==> src/rtl/mem_req_arbiter.sv <==
// Arbitrates NUM_CH CPU request channels onto a single cache/memory port.
// Applies the kseg0/kseg1 address mapping and survives pipeline flushes mid-transaction.
module mem_req_arbiter #(
  parameter int unsigned NUM_CH   = 2,
  parameter int unsigned DATA_W   = 32,
  parameter int unsigned ARB_MODE = 0,
  parameter int unsigned ID_W     = 1
) (
  input  logic                           clock_i,
  input  logic                           reset_i,
  input  logic                           flush_i,
  input  logic [NUM_CH-1:0]              ch_req_i,
  input  logic [NUM_CH*(DATA_W/8)-1:0]   ch_wen_i,
  input  logic [NUM_CH*32-1:0]           ch_addr_i,
  input  logic [NUM_CH*DATA_W-1:0]       ch_wdata_i,
  output logic [NUM_CH*DATA_W-1:0]       ch_rdata_o,
  output logic [NUM_CH-1:0]              ch_ok_o,
  output logic [NUM_CH-1:0]              ch_stall_o,
  output logic                           mem_req_o,
  output logic [(DATA_W/8)-1:0]          mem_wen_o,
  output logic [31:0]                    mem_addr_o,
  output logic [DATA_W-1:0]              mem_wdata_o,
  output logic                           mem_cached_o,
  output logic [ID_W-1:0]                mem_ch_o,
  input  logic                           mem_ok_i,
  input  logic [DATA_W-1:0]              mem_rdata_i
);

  localparam int unsigned BE_W  = DATA_W / 8;
  localparam int unsigned IDX_W = (NUM_CH > 1) ? $clog2(NUM_CH) : 1;

  typedef enum logic [1:0] {
    IDLE  = 2'd0,
    BUSY  = 2'd1,
    DRAIN = 2'd2
  } state_e;

  state_e              state_q, state_d;
  logic                mem_req_q, mem_req_d;
  logic [BE_W-1:0]     mem_wen_q, mem_wen_d;
  logic [31:0]         mem_addr_q, mem_addr_d;
  logic [DATA_W-1:0]   mem_wdata_q, mem_wdata_d;
  logic                mem_cached_q, mem_cached_d;
  logic [IDX_W-1:0]    own_q, own_d;
  logic [IDX_W-1:0]    rr_ptr_q, rr_ptr_d;
  logic [NUM_CH-1:0]   ch_ok_q, ch_ok_d;
  logic [DATA_W-1:0]   rdata_q [NUM_CH];
  logic [DATA_W-1:0]   rdata_d [NUM_CH];

  logic [BE_W-1:0]     wen_a   [NUM_CH];
  logic [31:0]         addr_a  [NUM_CH];
  logic [DATA_W-1:0]   wdata_a [NUM_CH];

  logic [NUM_CH-1:0]   elig;
  logic                grant_vld;
  logic [IDX_W-1:0]    grant_idx;
  int unsigned         base;
  int unsigned         cand;
  logic [31:0]         sel_addr;

  // Unpack flat channel buses into per-channel views.
  for (genvar g = 0; g < NUM_CH; g++) begin : g_ch
    assign wen_a[g]   = ch_wen_i[g*BE_W +: BE_W];
    assign addr_a[g]  = ch_addr_i[g*32 +: 32];
    assign wdata_a[g] = ch_wdata_i[g*DATA_W +: DATA_W];
    assign ch_rdata_o[g*DATA_W +: DATA_W] = rdata_q[g];
  end

  // A channel pulsing ok still shows its old request level this cycle.
  assign elig = ch_req_i & ~ch_ok_q;

  // Search upward from base+1; fixed mode pins base so index 0 is tried first.
  always_comb begin
    grant_vld = 1'b0;
    grant_idx = '0;
    base      = (ARB_MODE != 0) ? 32'(rr_ptr_q) : (NUM_CH - 1);
    cand      = 0;
    for (int unsigned i = 0; i < NUM_CH; i++) begin
      cand = base + 32'd1 + i;
      if (cand >= NUM_CH) cand = cand - NUM_CH;
      if (!grant_vld && elig[IDX_W'(cand)]) begin
        grant_vld = 1'b1;
        grant_idx = IDX_W'(cand);
      end
    end
  end

  assign sel_addr = addr_a[grant_idx];

  // Next-state and registered-output logic.
  always_comb begin
    state_d      = state_q;
    mem_req_d    = mem_req_q;
    mem_wen_d    = mem_wen_q;
    mem_addr_d   = mem_addr_q;
    mem_wdata_d  = mem_wdata_q;
    mem_cached_d = mem_cached_q;
    own_d        = own_q;
    rr_ptr_d     = rr_ptr_q;
    ch_ok_d      = '0;
    rdata_d      = rdata_q;

    case (state_q)
      IDLE: begin
        if (!flush_i && grant_vld) begin
          mem_req_d    = 1'b1;
          own_d        = grant_idx;
          rr_ptr_d     = grant_idx;
          mem_wen_d    = wen_a[grant_idx];
          mem_wdata_d  = wdata_a[grant_idx];
          mem_addr_d   = (sel_addr[31:30] == 2'b10) ? {3'b000, sel_addr[28:0]} : sel_addr;
          mem_cached_d = (sel_addr[31:29] != 3'b101);
          state_d      = BUSY;
        end
      end
      BUSY: begin
        if (mem_ok_i) begin
          mem_req_d = 1'b0;
          mem_wen_d = '0;
          state_d   = IDLE;
          if (!flush_i) begin
            ch_ok_d[own_q] = 1'b1;
            if (mem_wen_q == '0) rdata_d[own_q] = mem_rdata_i;
          end
        end else if (flush_i) begin
          state_d = DRAIN;
        end
      end
      DRAIN: begin
        // The in-flight access must finish; its result is dropped.
        if (mem_ok_i) begin
          mem_req_d = 1'b0;
          state_d   = IDLE;
        end
      end
      default: state_d = IDLE;
    endcase
  end

  always_ff @(posedge clock_i or negedge reset_i) begin
    if (!reset_i) begin
      state_q      <= IDLE;
      mem_req_q    <= 1'b0;
      mem_wen_q    <= '0;
      mem_addr_q   <= '0;
      mem_wdata_q  <= '0;
      mem_cached_q <= 1'b0;
      own_q        <= '0;
      rr_ptr_q     <= IDX_W'(NUM_CH - 1);
      ch_ok_q      <= '0;
      rdata_q      <= '{default: '0};
    end else begin
      state_q      <= state_d;
      mem_req_q    <= mem_req_d;
      mem_wen_q    <= mem_wen_d;
      mem_addr_q   <= mem_addr_d;
      mem_wdata_q  <= mem_wdata_d;
      mem_cached_q <= mem_cached_d;
      own_q        <= own_d;
      rr_ptr_q     <= rr_ptr_d;
      ch_ok_q      <= ch_ok_d;
      rdata_q      <= rdata_d;
    end
  end

  assign ch_ok_o      = ch_ok_q;
  assign ch_stall_o   = ch_req_i & ~ch_ok_q & ~{NUM_CH{flush_i}};
  assign mem_req_o    = mem_req_q;
  assign mem_wen_o    = mem_wen_q;
  assign mem_addr_o   = mem_addr_q;
  assign mem_wdata_o  = mem_wdata_q;
  assign mem_cached_o = mem_cached_q;
  assign mem_ch_o     = ID_W'(own_q);

endmodule
==> config.mk <==
export PLATFORM = sky130hd
export DESIGN_NAME = mem_req_arbiter
export DESIGN_NICKNAME = d
export VERILOG_FILES = /design/src/rtl/mem_req_arbiter.sv
export SDC_FILE = /design/constraint.sdc
export NUM_CORES = 1
export LEC_CHECK = 0
export CAP_MARGIN = 0
export CORE_ASPECT_RATIO = 1.5
export CORE_MARGIN = 5
export CORE_UTILIZATION = 41
export CTS_BUF_LIST = sky130_fd_sc_hd__clkbuf_2 sky130_fd_sc_hd__clkbuf_4 sky130_fd_sc_hd__clkbuf_8
export CTS_CLUSTER_SIZE = 28
export DETAILED_ROUTE_END_ITERATION = 12
export PLACE_DENSITY = 0.88
export SYNTH_ARGS = -nofsm -noshare
export SYNTH_HDL_FRONTEND = slang
export SYNTH_SLANG_ARGS = --single-unit
==> constraint.sdc <==
create_clock -name clock_i -period 3.2 [get_ports clock_i]
set_clock_uncertainty 0.1 [all_clocks]
set_input_delay 0.8 -clock clock_i [delete_from_list [all_inputs] [get_ports clock_i]]
set_output_delay 0.8 -clock clock_i [all_outputs]
set_load 0.02 [all_outputs]
==> results.json <==
{
  "slowest_stage": "clkdlybuf4s50_1",
  "drt_iter0_markers": 99,
  "switching_share_pct": 37.6,
  "critical_path.max_stage_delay_ns": 0.61,
  "rsz0062_at_grt": "false",
  "numCtsBuffers": 17,
  "critPathCaptureType": "output pin",
  "die_w_um": 109,
  "worstPathMaxFanout": 7,
  "crit_type": "input port to output pin",
  "routed-via-count": 4823,
  "ant_nets": 0,
  "combPwrFrac_pct": 49.7,
  "critPathArrivalTime_ns": 2.11,
  "p_int_mw": 5.61,
  "finalPower_mw": 8.99,
  "period_needed_ns": 3.01,
  "maxCapViolCount": 0,
  "synth_seq_cells": 139,
  "num_rows": 54,
  "grt_pass1_vias": 5135,
  "ctsResizeCount": 0,
  "pwr-share-seq_pct": 33.4,
  "portBuffers": 312,
  "cp_data_required_time_ns": 2.30,
  "clock_power_share_pct": 16.9,
  "p_leak_nw": 4.63,
  "cts_tree": "yes",
  "ys_types": 32,
  "diodes": 0,
  "hpwlAfterDp_um": 14100,
  "via_per_inst": 4.78,
  "seq_area_frac_synth_pct": 57.3,
  "clock-root-buffer": "clkbuf_8",
  "p_per_area_nw_per_um2": 907,
  "initial_utilization_pct": 41.8,
  "routed_wl_um": 17800,
  "area_growth_pct": 63.2,
  "tightestPinTransition_ns": 0.436,
  "die_h_um": 159,
  "cpMostUsedCell": "clkdlybuf4s50_1",
  "clock-sinks": 139,
  "start_kind": "input port",
  "setup_viol": 0,
  "relSlewSlack_pct": 71.0,
  "avgRoutedWirePerCell_um": 17.6,
  "gr-usage-all-layers_pct": 20.4,
  "globalRouteOverflowTotal": 0,
  "final_common_cell": "clkdlybuf4s50_1",
  "layout_common_cells": "311 x clkdlybuf4s50_1, 139 x dfrtp_1, 72 x nand2_1",
  "grt_pass1_wl_um": 27200,
  "finalHoldViolations": 0,
  "clock_path_buffers": 2,
  "dr.pass1.iters": 4,
  "hold_path_class": "input port to async pin",
  "syn-cell-area_um2": 6070,
  "crit_chain": "clkdlybuf4s50_1, nor2_1, clkdlybuf4s50_1",
  "ios": 313,
  "cts_setup_buffers": 0,
  "grt_max_degree": 73,
  "cts_max_level": 4,
  "fin_util_pct": 68.2,
  "cts_hold_buffers": 0,
  "place_ws_ns": 0.183,
  "p_sw_mw": 3.38,
  "maxSlewViolCount": 0,
  "drc": 0,
  "rrSetupSlack_ns": 0.64,
  "antenna_found_initial": 0,
  "setup_tns_ns": 0,
  "synth_warnings": 0,
  "drive_above_1_share_pct": 14.7,
  "gp_congestion": 0.778,
  "design.die.area_um2": 17400,
  "outcome": "complete, no violations",
  "postSynthCellCount": 484,
  "final_area_um2": 9910,
  "core_um2": 14500,
  "placed_area_um2": 9490,
  "avgSynthCellArea_um2": 12.5,
  "fin_crit_sh_pct": 94.1,
  "r2r-end": "ch_rdata_o[49]$_DFFE_PN0P_",
  "clock_latency_ns": 0.43,
  "synth_nets": 662,
  "fin_nets": 977,
  "ir_drop_uv": 410,
  "clk_pin_slew_ns": 0.09,
  "timing.rr.start": "state_q[1]$_DFFE_PN0P_",
  "finalWorstSetupSlack_ns": 0.187,
  "fmax_mhz": 332,
  "r2r_cells": 7
}
[synthesized netlist by cell type]
cell type	count	area share, %
buf_2	10	0.82
o31ai_1	5	0.62
mux2_4	30	7.4
clkbuf_2	1	0.082
nand2_1	72	4.5
a211oi_1	1	0.12
o21ai_0	66	5.4
a31o_2	1	0.14
dfrtp_1	139	57
nor2b_1	1	0.10
or3_1	1	0.10
a2bb2oi_1	1	0.14
a21oi_1	1	0.082
and2_1	1	0.10
a31oi_1	1	0.10
ha_1	4	0.82
a21o_1	1	0.12
mux2_1	2	0.37
and4b_1	1	0.16
buf_1	2	0.12
nand2b_1	3	0.31
nor2_1	5	0.31
buf_6	3	0.56
nor3_2	1	0.16
a311o_1	1	0.16
mux2i_1	70	12
clkbuf_1	15	0.93
nor4b_1	1	0.14
a211o_1	1	0.14
inv_1	7	0.43
mux2_2	35	6.5
or4_4	1	0.19
[layout make-up]
type,count,area [um^2]
well taps,196,245
clock buffers,20,275
multi-input cells,307,2440
repair buffers,327,3300
flip-flops and latches,139,3480
clock inverters,12,148
fillers,1065,4620
inverters,7,26.3
[worst max-delay path by stage]
stage	start	cells after the start	end	slack, ns
after detailed placement	flush_i	3	ch_stall_o[0]	0.18
after global routing	flush_i	3	ch_stall_o[0]	0.13
after CTS	flush_i	3	ch_stall_o[0]	0.18
after floorplan	state_q[1]$_DFFE_PN0P_	9	ch_rdata_o[33]$_DFFE_PN0P_	0.99
final	flush_i	3	ch_stall_o[0]	0.19
after global placement	flush_i	3	ch_stall_o[1]	0.21
[per-stage QoR]
step	std cells	hold slack (ns)
after global routing	1008	0.182
after CTS	1008	0.167
after detailed placement	976	0.369
after floorplan	484	0.404
final	1008	0.180
after global placement	976	0.360
[layer usage]
| layer | vias up | part of all wire [%] | global-route usage [%] |
|---|---|---|---|
| met3 | 22 | 9.2 | 7.22 |
| li1 | 2309 | - | - |
| met4 | 0 | 1.8 | 5.84 |
| met2 | 206 | 53 | 36.5 |
| met1 | 2286 | 36 | 22.1 |
| met5 | - | 0 | 0 |
[kinds of logic (layout without fill, tap and decap cells)]
family / count (synthesis) / after routing / synth area share, %
DFF: 139 / 139 / 57.3
muxes: 137 / 137 / 25.8
and+or+nand+nor: 87 / 87 / 6.04
AOI/OAI and AO/OA: 79 / 79 / 7.09
buffers and inverters: 38 / 366 / 2.95
adders and majority gates: 4 / 4 / 0.824
[worst max-delay path, delay by kind of cell]
family / cells / cell delay (ns)
buffers and inverters: 2 / 1.15
AND/OR/NAND/NOR: 1 / 0.16
[sequential cells by signal (all words and copies together), names as in the netlist]
signal	flops
mem_req_o	1
mem_wen_o	4
mem_ch_o	1
mem_cached_o	1
ch_rdata_o	64
ch_ok_o	2
mem_addr_o	32
mem_wdata_o	32
state_q	2
[power groups by stage]
stage          sequential [mW]  combinational [mW]  clock, mW
2_1_floorplan             3.95                1.26          0
5_1_grt                   3.11                4.76       1.63
4_1_cts                   3.01                4.53       1.56
3_5_place_dp              3.03                4.53          0
6_report                  3.01                4.46       1.52
3_3_place_gp              2.99                4.42          0
Power figures use the tool's default switching activity.
